### src/rtl/adder_result_fifo.sv
// Purpose: first-word-fall-through buffer for adder sums, with drop tracking when full.
// Latency: a pushed entry shows on o_valid/o_data right after its write edge; pops advance on the edge.
// Backpressure: the adder cannot stall, so a push into a full FIFO without a pop is dropped and counted.
module adder_result_fifo #(
  parameter int g_data_width = 8,
  parameter int g_depth      = 8
) (
  input  logic                      i_clk,
  input  logic                      i_rst,
  input  logic                      i_valid,
  input  logic [g_data_width:0]     i_data,
  output logic                      o_valid,
  output logic [g_data_width:0]     o_data,
  input  logic                      i_ready,
  output logic [$clog2(g_depth):0]  o_count,
  output logic                      o_full,
  output logic                      o_empty,
  output logic                      o_overflow,
  output logic [15:0]               o_drop_cnt,
  input  logic                      i_clr_err
);

  localparam int c_aw = $clog2(g_depth);
  localparam logic [c_aw:0]   c_depth   = (c_aw+1)'(g_depth);
  localparam logic [c_aw:0]   c_cnt_one = (c_aw+1)'(1);
  localparam logic [c_aw-1:0] c_ptr_one = c_aw'(1);

  logic [g_data_width:0] r_mem [g_depth];
  logic [c_aw-1:0]       r_wr_ptr;
  logic [c_aw-1:0]       r_rd_ptr;
  logic [c_aw:0]         r_count;
  logic                  r_overflow;
  logic [15:0]           r_drop_cnt;

  logic w_full;
  logic w_empty;
  logic w_pop;
  logic w_push;
  logic w_drop;

  // Status flags are all decoded from the occupancy count.
  assign w_full  = (r_count == c_depth);
  assign w_empty = (r_count == '0);
  // A full FIFO still accepts a push when the head leaves in the same cycle.
  assign w_pop   = !w_empty & i_ready;
  assign w_push  = i_valid & (!w_full | w_pop);
  assign w_drop  = i_valid & w_full & !w_pop;

  assign o_valid    = !w_empty;
  assign o_empty    = w_empty;
  assign o_full     = w_full;
  assign o_count    = r_count;
  assign o_overflow = r_overflow;
  assign o_drop_cnt = r_drop_cnt;
  // Head is forced to zero when nothing is stored.
  assign o_data     = w_empty ? '0 : r_mem[r_rd_ptr];

  // Storage array: written on push, deliberately not reset.
  always_ff @(posedge i_clk) begin
    if (w_push) begin
      r_mem[r_wr_ptr] <= i_data;
    end
  end

  // Pointers and occupancy; power-of-two depth lets the pointers wrap naturally.
  always_ff @(posedge i_clk or posedge i_rst) begin
    if (i_rst) begin
      r_wr_ptr <= '0;
      r_rd_ptr <= '0;
      r_count  <= '0;
    end else begin
      if (w_push) r_wr_ptr <= r_wr_ptr + c_ptr_one;
      if (w_pop)  r_rd_ptr <= r_rd_ptr + c_ptr_one;
      case ({w_push, w_pop})
        2'b10:   r_count <= r_count + c_cnt_one;
        2'b01:   r_count <= r_count - c_cnt_one;
        default: r_count <= r_count;
      endcase
    end
  end

  // Loss reporting; a drop in the same cycle as a clear takes priority.
  always_ff @(posedge i_clk or posedge i_rst) begin
    if (i_rst) begin
      r_overflow <= 1'b0;
      r_drop_cnt <= '0;
    end else if (i_clr_err) begin
      r_overflow <= w_drop;
      r_drop_cnt <= w_drop ? 16'd1 : 16'd0;
    end else if (w_drop) begin
      r_overflow <= 1'b1;
      if (r_drop_cnt != 16'hFFFF) r_drop_cnt <= r_drop_cnt + 16'd1;
    end
  end

endmodule

### config.mk
export PLATFORM = sky130hd
export DESIGN_NAME = adder_result_fifo
export DESIGN_NICKNAME = d
export VERILOG_FILES = /design/src/rtl/adder_result_fifo.sv
export SDC_FILE = /design/constraint.sdc
export NUM_CORES = 1
export LEC_CHECK = 0
export BUFFER_PORTS_ARGS = -buffer_cell sky130_fd_sc_hd__buf_4
export CAP_MARGIN = 30
export CORE_ASPECT_RATIO = 1.1
export CORE_MARGIN = 1
export CORE_UTILIZATION = 40
export CTS_CLUSTER_DIAMETER = 50
export DETAILED_ROUTE_END_ITERATION = 16
export PLACE_DENSITY_LB_ADDON = 0.25
export SLEW_MARGIN = 25
export SYNTH_ARGS = -nofsm -noshare
export SYNTH_HDL_FRONTEND = slang
export SYNTH_SLANG_ARGS = --single-unit
### constraint.sdc
create_clock -name i_clk -period 3 [get_ports i_clk]
set_clock_uncertainty 0.05 [all_clocks]
set_input_delay 0.3 -clock i_clk [delete_from_list [all_inputs] [get_ports i_clk]]
set_output_delay 0.3 -clock i_clk [all_outputs]
set_load 0.1 [all_outputs]
==> results of run 1 <==
## synthesized netlist by cell type (all sizes together), types with 2 or more instances
library cell,count,area (sq um)
edfxtp,72,2160
dfrtp,27,676
mux4,18,405
nand2,15,56.3
nor2,15,56.3
a21oi,12,60.1
mux2i,12,120
nand3,7,35.0
o31ai,7,52.6
clkbuf,6,22.5
inv,6,22.5
nand2b,6,37.5
nor3,6,30.0
or4,6,45.0
nand4,5,61.3
o21ai,5,28.8
and3,4,25.0
ha,4,50.1
nor4,4,40.0
or3,4,25.0
a211oi,3,22.5
buf,3,17.5
mux2,3,33.8
xnor2,3,26.3
xor2,3,26.3
and2,2,13.8
and4,2,17.5
nor2b,2,12.5
o21a,2,15.0
o41ai,2,25.0
or4b,2,23.8
## layout make-up
cell class / instances / area, sq um / share of cell area
inverter: 7 / 31.3 / 0.00597
clock buffer: 9 / 225 / 0.0430
multi-input combinational: 162 / 1430 / 0.273
tap: 143 / 179 / 0.0342
sequential: 99 / 2840 / 0.543
timing repair buffer: 59 / 445 / 0.0850
clock inverter: 7 / 82.6 / 0.0158
## cells by family (layout without fill, tap and decap cells)
group                      count (synthesis)  after routing  share of synthesized area
DFF                                       99             99                      0.657
and+or+nand+nor                           82             82                      0.115
AOI/OAI and AO/OA                         37             37                     0.0588
muxes                                     33             33                      0.129
buffers and inverters                     16             82                     0.0165
xor gates and xnor gates                   6              6                     0.0122
adders and majority gates                  4              4                     0.0116
## flip-flops by register name, summed over array words and instances, names as in the netlist
signal and cells:
o_drop_cnt 16, r_rd_ptr 3, r_wr_ptr 3, o_overflow 1, r_mem 72, o_count 4
## power breakdown
group	switching, mW	internal (mW)	total (mW)	leakage [nW]
clock network	0.525	0.663	1.19	0.152
logic	1.66	0.693	2.35	0.787
registers	0.194	1.69	1.89	1.01
## worst paths after layout
| check | startpoint | end | depth (start not counted) | slack [ns] |
|---|---|---|---|---|
| setup / recovery | r_rd_ptr[0] | o_data[3] | 5 | 0.51 |
| hold / removal | i_data[3] | r_mem[0][3] | 1 | 0.13 |
| setup reg to reg | o_count[0] | o_drop_cnt[11] | 5 | 0.83 |
| hold reg to reg | r_rd_ptr[0] | r_rd_ptr[0] | 1 | 0.46 |
| max in group asynchronous | i_rst | o_count[3] | 4 | 2.07 |
| min in group asynchronous | i_rst | o_drop_cnt[8] | 4 | 0.52 |
## layer usage
metal | up-vias | GRT usage | wire [um]
met4 | 0 | 0.0792 | 168
met2 | 54 | 0.249 | 4000
met1 | 1260 | 0.206 | 3560
met3 | 13 | 0.0265 | 286
met5 | - | 0 | 0
li1 | 1224 | - | -
## what timing repair did
item                       4_1_cts  5_1_grt
hold endpoints to repair        27        0
hold buffers                     1        0
setup endpoints to repair        0        0
resized for setup                0        0
## worst max-delay path: cells and delay by family (launching register included)
kind,cells,cell delay (ns)
buf+inv,2,0.59
mux,2,0.75
flops,1,0.38
simple gates,1,0.07
==> reports/metrics.csv, run 1 <==
metric,value,unit
status,finished clean,
ir_drop,0.000521,V
yosysWarnings,0,
rsz0062_at_grt,no,
num-fill-cells,923,
routed_wl,8.02,mm
ys_seq_area_frac,0.657,
wl_per_cell,16.5,um
period_needed,2.49,ns
worstSetupStartpointType,flop,
synth.distinct_cells,48,
synth_edf_count,72,
drtIter0Drc,138,
power.total,5.42,mW
post-place-ws,0.845,ns
area_growth_syn_to_layout,21.2,%
synth_fp_nets,295,
layout-drive-gt1-share,0.327,
gp_congestion,0.772,
ys.flop_type,edfxtp_1,
placed_area,4920,sq um
crit_top_cell,buf_4,
io_pins,47,
power_density,1040,nW/um^2
mostFrequentLayoutCell,edfxtp_1,
finalWorstSetupSlack,0.510,ns
instances_no_fill,486,
clk_pin_slew_worst_paths,0.07,ns
max_cap_violations,0,
fin_setup_tns,0,ns
port-buffer-count,46,
maxSlewHeadroom,0.541,
grt_overflow_total,0,
worstSetupPathType,reg2out,
die_h,111,um
syn_area_per_cell,15.6,sq um
slew_violations,0,
synthArstFlopShare,0.273,
path_cells,buf_4 > mux4_2 > mux2i_1 > nor2_1 > buf_4,
dr.pass1.iters,4,
final_cell_mix,"edfxtp_1 (72), buf_4 (58), dfrtp_1 (23)",
dp_cells,469,
power_leakage,1.95,nW
required,2.65,ns
worst_setup_path_end_kind,primary output,
antenna_found_initial,0,
antennaDiodeCount,0,
netlist_area,4320,sq um
tightest_slew,0.689,ns
grt_pass1_wl,13.0,mm
finalHoldViolations,0,
cts_buffer_depth,2,
numCtsBuffers,9,
htree_levels,3,
final_area,5240,sq um
cp_max_fo,18,
clk_latency,0.34,ns
setup_viol,0,
post-dp-hpwl,5.14,mm
cts_sinks,99,
hold_class,in2reg,
cts_tree,yes,
root_buffer,clkbuf_16,
clock.fmax,0.402,GHz
layout.nets,356,
drtAntennaViolNets,0,
fin_util,0.502,
dr_total_vias,2551,
cpPeakStageDelay,0.55,ns
cts_setup_buffers,0,
grt_max_degree,28,
cp_slowest_cell,mux4_2,
die_w,101,um
start_util,0.414,
post-route-drc-count,0,
hold_ws,0.135,ns
rows,39,
critPathArrivalTime,2.14,ns
grt_use_total,0.157,
viasPerCell,5.25,
grt_pass1_vias,2516,
synth_seq_cells,99,
synthCells,277,
die_area,11200,sq um
core,10400,sq um
timing.final.crit_share,0.830,
No activity file was read; power rests on OpenSTA's default activity.
==> run 2, diff against run 1 <==
==> constraint.sdc (replaced) <==
create_clock -name i_clk -period 2 [get_ports i_clk]
set_clock_uncertainty 0.05 [all_clocks]
set_input_delay 0.2 -clock i_clk [delete_from_list [all_inputs] [get_ports i_clk]]
set_output_delay 0.2 -clock i_clk [all_outputs]
set_load 0.1 [all_outputs]
==> reports/metrics.csv, run 2 (same netlist as run 1, synthesis figures left out) <==
metric,value,unit,change
numCtsBuffers,9,,unchanged
power.total,9.87,mW,+82%
layout.nets,391,,+9.8%
rows,39,,unchanged
drtAntennaViolNets,0,,unchanged
clk_pin_slew_worst_paths,0.07,ns,about the same
start_util,0.414,,unchanged
grt_pass1_vias,2828,,+12%
drtIter0Drc,127,,-8.0%
hold_class,in2reg,,
htree_levels,3,,unchanged
hold_ws,0.0315,ns,-0.103 ns
rsz0062_at_grt,yes,,
largest_register_ffs,72,,unchanged
fin_util,0.590,,+0.0888
dr_total_vias,2774,,+8.7%
dr.pass1.iters,4,,unchanged
critPathArrivalTime,1.92,ns,-0.22 ns
clock.fmax,0.460,GHz,
maxSlewHeadroom,0.697,,+0.157
die_area,11200,sq um,unchanged
ir_drop,0.000980,V,+88%
worstSetupStartpointType,flop,,
cts_sinks,99,,unchanged
timing.final.crit_share,1.09,,
power_density,1600,nW/um^2,+55%
die_h,111,um,unchanged
mostFrequentLayoutCell,edfxtp_1,,
layout-drive-gt1-share,0.536,,+0.209
gp_congestion,0.773,,+0.13%
setup_viol,12,,+12
core,10400,sq um,unchanged
grt_pass1_wl,14.8,mm,+14%
critPathTopFamily,multiplexers,,
post-route-drc-count,0,,unchanged
finalWorstSetupSlack,-0.172,ns,-0.682 ns
cts_buffer_depth,2,,unchanged
power_leakage,2.24,nW,+15%
antenna_found_initial,0,,unchanged
grt_max_degree,28,,unchanged
top_register,r_mem,,
routed_wl,9.55,mm,+19%
cts_tree,yes,,
wl_per_cell,18.4,um,+11%
io_pins,47,,unchanged
worst_setup_path_end_kind,primary output,,
post-dp-hpwl,5.80,mm,+13%
crit_top_cell,buf_12,,
critPathBufInv,2,,unchanged
cpPeakStageDelay,0.52,ns,-0.03 ns
grt_use_total,0.181,,+0.0241
tightest_slew,0.452,ns,-0.237 ns
cp_slowest_cell,mux4_2,,
port-buffer-count,46,,unchanged
antennaDiodeCount,0,,unchanged
area_growth_syn_to_layout,42.7,%,
violations,negative setup slack,,
grt_overflow_total,0,,unchanged
required,1.75,ns,-0.90 ns
clk_latency,0.35,ns,about the same
die_w,101,um,unchanged
cp_max_fo,7,,-11
final_cell_mix,"edfxtp_1 (72), buf_4 (65), mux4_2 (18)",,
slew_violations,0,,unchanged
path_cells,buf_12 > mux4_2 > mux2i_2 > nor2_4 > buf_12,,
root_buffer,clkbuf_16,,
finalHoldViolations,0,,unchanged
period_needed,2.17,ns,
worstSetupPathType,reg2out,,
post-place-ws,0.0187,ns,-0.826 ns
viasPerCell,5.33,,+1.6%
max_cap_violations,0,,unchanged
status,"finished, violations left",,
run 2: changes by cell type in the layout (fill, tap and decap cells not counted), moves of 7 or more:
cell,previous run,this run
mux2i_4,0,7
buf_12,0,17
buf_6,0,7
dfrtp_2,4,11
nor2_1,12,3
mux2i_1,12,2
buf_4,58,65
dfrtp_1,23,8
nor2_4,0,12
dfrtp_4,0,8
run 2: path summary, 6_finish.rpt:
check / startpoint / endpoint / slack [ns] / cells after the start
max in group asynchronous: i_rst / o_count[2] / 1.16 / 4
worst max register to register: o_count[2] / o_drop_cnt[9] / -0.03 / 6
min in group asynchronous: i_rst / r_wr_ptr[2] / 0.44 / 4
worst min register to register: o_overflow / o_overflow / 0.49 / 2
worst max-delay path: r_rd_ptr[0] / o_data[3] / -0.17 / 5
worst min-delay path: i_data[4] / r_mem[4][4] / 0.03 / 1
run 2: where the power goes:
part,internal (mW),switching [mW],leakage [nW]
clock network,0.867,0.784,0.140
logic,2.25,3.21,1.12
registers,2.56,0.202,0.981
run 2: layer usage:
metal / GRT usage / vias to the layer above / part of all wire
met5: 0 / - / 0
met4: 0.0870 / 0 / 0.017
met3: 0.0353 / 10 / 0.028
met2: 0.299 / 60 / 0.53
met1: 0.226 / 1405 / 0.42
li1: - / 1299 / -
run 2: what timing repair did:
| action | in CTS | in global routing |
|---|---|---|
| buffers inserted | 6 | 6 |
| hold buffers | 1 | 0 |
| hold endpoints to repair | 27 | 0 |
| endpoints found under the setup margin | 14 | 61 |
| cloned | 2 | 1 |
| pin swaps | 9 | 12 |
| resized for setup | 54 | 42 |
run 2: per-stage QoR:
| step | cells | area [sq um] | TNS (ns) |
|---|---|---|---|
| 5_1_grt | 520 | 6170 | -2.62 |
| 4_1_cts | 514 | 5920 | -2.03 |
| 3_3_place_gp | 490 | 5300 | 0 |
| 3_5_place_dp | 490 | 5300 | 0 |
| 6_report | 520 | 6170 | -1.41 |
| 2_1_floorplan | 277 | 4520 | -9.78 |
run 2: cell type report:
class                           instances  area [sq um]
Fill cell                             820          4280
Sequential cell                        99          2880
Multi-Input combinational cell        163          1790
Timing Repair Buffer                   93           987
Clock buffer                            9           225
Tap cell                              143           179
Clock inverter                          6          57.6
Inverter                                7          46.3
==> run 3, diff against run 2 <==
--- a/config.mk
+++ b/config.mk
@@ -5,6 +5,7 @@
 export SDC_FILE = /design/constraint.sdc
 export NUM_CORES = 1
 export LEC_CHECK = 0
+export ABC_AREA = 1
 export BUFFER_PORTS_ARGS = -buffer_cell sky130_fd_sc_hd__buf_4
 export CAP_MARGIN = 30
 export CORE_ASPECT_RATIO = 1.1
==> reports/metrics.csv, run 3 <==
metric,value,unit,change
netlist_area,4510,sq um,+4.3%
min_from,i_data[7],,
timing.final.crit_share,1.01,,-0.0764
layout-drive-gt1-share,0.344,,-0.192
routed_wl,10.4,mm,+9.1%
drtIter0Drc,160,,+26%
antennaDiodeCount,0,,unchanged
grt_use_total,0.194,,+0.0130
ys_top_cells_by_count,"nor2_1 (98), edfxtp_1 (72), nand2_1 (67)",,
synthArstFlopShare,0.273,,unchanged
violations,negative setup slack,,
ys_seq_area_frac,0.630,,-0.0270
clk_pin_slew_worst_paths,0.07,ns,about the same
mostFrequentLayoutCell,edfxtp_1,,
ys.flop_type,edfxtp_1,,
port-buffer-count,46,,unchanged
ir_drop,0.00123,V,+25%
worst_setup_path_end_kind,primary output,,
post-dp-hpwl,6.95,mm,+20%
critPathArrivalTime,1.77,ns,-0.15 ns
grt_pass1_wl,17.0,mm,+14%
dr.pass1.iters,5,,+1
clk_latency,0.34,ns,about the same
gp_congestion,0.794,,+2.7%
min_path_cells,1,,unchanged
maxSlewHeadroom,0.674,,-0.0232
r2r-end,r_mem[5][2],,
finalHoldViolations,0,,unchanged
worstReg2RegStart,o_count[3],,
clock.fmax,0.495,GHz,+7.6%
htree_levels,3,,unchanged
final_cell_mix,"edfxtp_1 (72), nand2_1 (63), nor2_1 (61)",,
grt_max_degree,39,,+39%
power.total,10.5,mW,+5.9%
layout.nets,517,,+32%
die_h,113,um,+2.1%
rows,40,,+2.6%
reg2reg_slack,0.12,ns,+0.15 ns
synth_edf_count,72,,unchanged
numCtsBuffers,9,,unchanged
max_cap_violations,0,,unchanged
yosysWarnings,0,,unchanged
required,1.75,ns,about the same
worstSetupStartpointType,flop,,
synth_fp_nets,447,,+52%
cts_tree,yes,,
rsz0062_at_grt,yes,,
power_leakage,2.29,nW,+2.2%
post-route-drc-count,0,,unchanged
wl_per_cell,16.0,um,-13%
synthCells,429,,+55%
core,11000,sq um,+5.0%
dr_total_vias,3319,,+20%
cts_sinks,99,,unchanged
worstSetupPathType,reg2out,,
grt_overflow_total,0,,unchanged
grt_pass1_vias,3290,,+16%
period_needed,2.02,ns,-0.153 ns
synth_top_area_cell,edfxtp_1,,
slew_violations,0,,unchanged
antenna_found_initial,0,,unchanged
cp_max_fo,22,,+15
synth_top_area_share,0.480,,-0.0206
syn_area_per_cell,10.5,sq um,-33%
top_register,r_mem,,
reg2reg_depth,7,,+1
setup_viol,4,,-8
power_density,1740,nW/um^2,+8.6%
largest_register_ffs,72,,unchanged
finalWorstSetupSlack,-0.0195,ns,+0.153 ns
synth_seq_cells,99,,unchanged
synth_area_leaders,"edfxtp_1 (48%), dfrtp_1 (15%), nor2_1 (8.2%)",,
hold_end,r_mem[0][7],,
viasPerCell,5.11,,-4.3%
die_w,103,um,+2.1%
area_growth_syn_to_layout,33.3,%,
start_util,0.411,,-0.00266
yosysMostFrequentCell,nor2_1,,
synth.distinct_cells,34,,-29%
tightest_slew,0.488,ns,+0.0359 ns
die_area,11700,sq um,+4.2%
hold_ws,0.0496,ns,+0.0181 ns
io_pins,47,,unchanged
status,"finished, violations left",,
drtAntennaViolNets,0,,unchanged
cts_buffer_depth,2,,unchanged
hold_class,in2reg,,
root_buffer,clkbuf_16,,
-- run 3: cell count changes after synthesis, moves of 10 or more --
cell,previous run,this run
mux4_2,18,0
o32ai_1,0,18
xor2_1,3,13
o21ai_0,4,33
nor2_1,15,98
a21oi_1,12,2
mux2i_1,12,0
nand2_1,15,67
inv_1,6,20
-- run 3: cell type report --
class,count,area [sq um]
fill,927,4950
sequential,99,2850
multi-input combinational,291,1790
timing repair buffer,75,798
clock buffer,9,225
tap,147,184
inverter,23,95.1
clock inverter,6,66.3
-- run 3: cell families after synthesis --
group,after synthesis,share of synthesized area
and+or+nand+nor,205,0.195
DFF,99,0.630
AOI/OAI and AO/OA,67,0.0974
buffers and inverters,39,0.0372
xor gates and xnor gates,14,0.0272
adders and majority gates,4,0.0111
muxes,1,0.00250
-- run 3: routing by layer --
layer / global-route usage / routed length, um / vias up
met4: 0.0545 / 99 / 0
met3: 0.0352 / 388 / 9
met5: 0 / 0 / -
met1: 0.261 / 4620 / 1597
li1: - / - / 1641
met2: 0.320 / 5310 / 72
-- run 3: worst max-delay path: stages, from the launching register on --
cell     delay, ns
dfrtp_2       0.45
buf_12        0.17
o21ai_0       0.24
o32ai_2       0.11
o21ai_1       0.23
nor2_4        0.07
buf_12        0.17
-- run 3: report_power, final --
group / internal, mW / total [mW] / switching (mW)
clock network: 0.967 / 1.70 / 0.736
registers: 2.55 / 2.75 / 0.206
logic: 2.09 / 5.99 / 3.90
total: 5.60 / 10.5 / 4.85
-- run 3: repair_timing --
action                                 4_1_cts  5_1_grt
pin swaps                                    5       17
hold buffers                                 1        0
resized for setup                           54       37
cloned                                       1        1
endpoints found under the hold margin       27        0
setup endpoints to repair                    9       27
setup buffers                                2        0
-- run 3: how the worst max path moves through the flow --
stage                      from       endpoint  depth (start not counted)
detailed placement  r_rd_ptr[0]      o_data[7]                          7
CTS                 r_rd_ptr[0]      o_data[4]                          7
floorplan            o_count[0]  o_drop_cnt[6]                          7
finish              r_rd_ptr[0]      o_data[2]                          6
global placement    r_rd_ptr[0]      o_data[1]                          7
global route        r_rd_ptr[0]      o_data[2]                          6
-- run 3: per-stage QoR --
step           instances  area, sq um  utilization  setup slack, ns  TNS [ns]
2_1_floorplan        429         4620            -           -0.736    -70.60
4_1_cts              649         5840        0.533          -0.0368    -0.154
3_5_place_dp         630         5300        0.483           0.0582         0
3_3_place_gp         630         5300        0.483            0.128         0
6_report             650         6010        0.548          -0.0195   -0.0422
5_1_grt              650         6010        0.548          -0.0914    -0.674
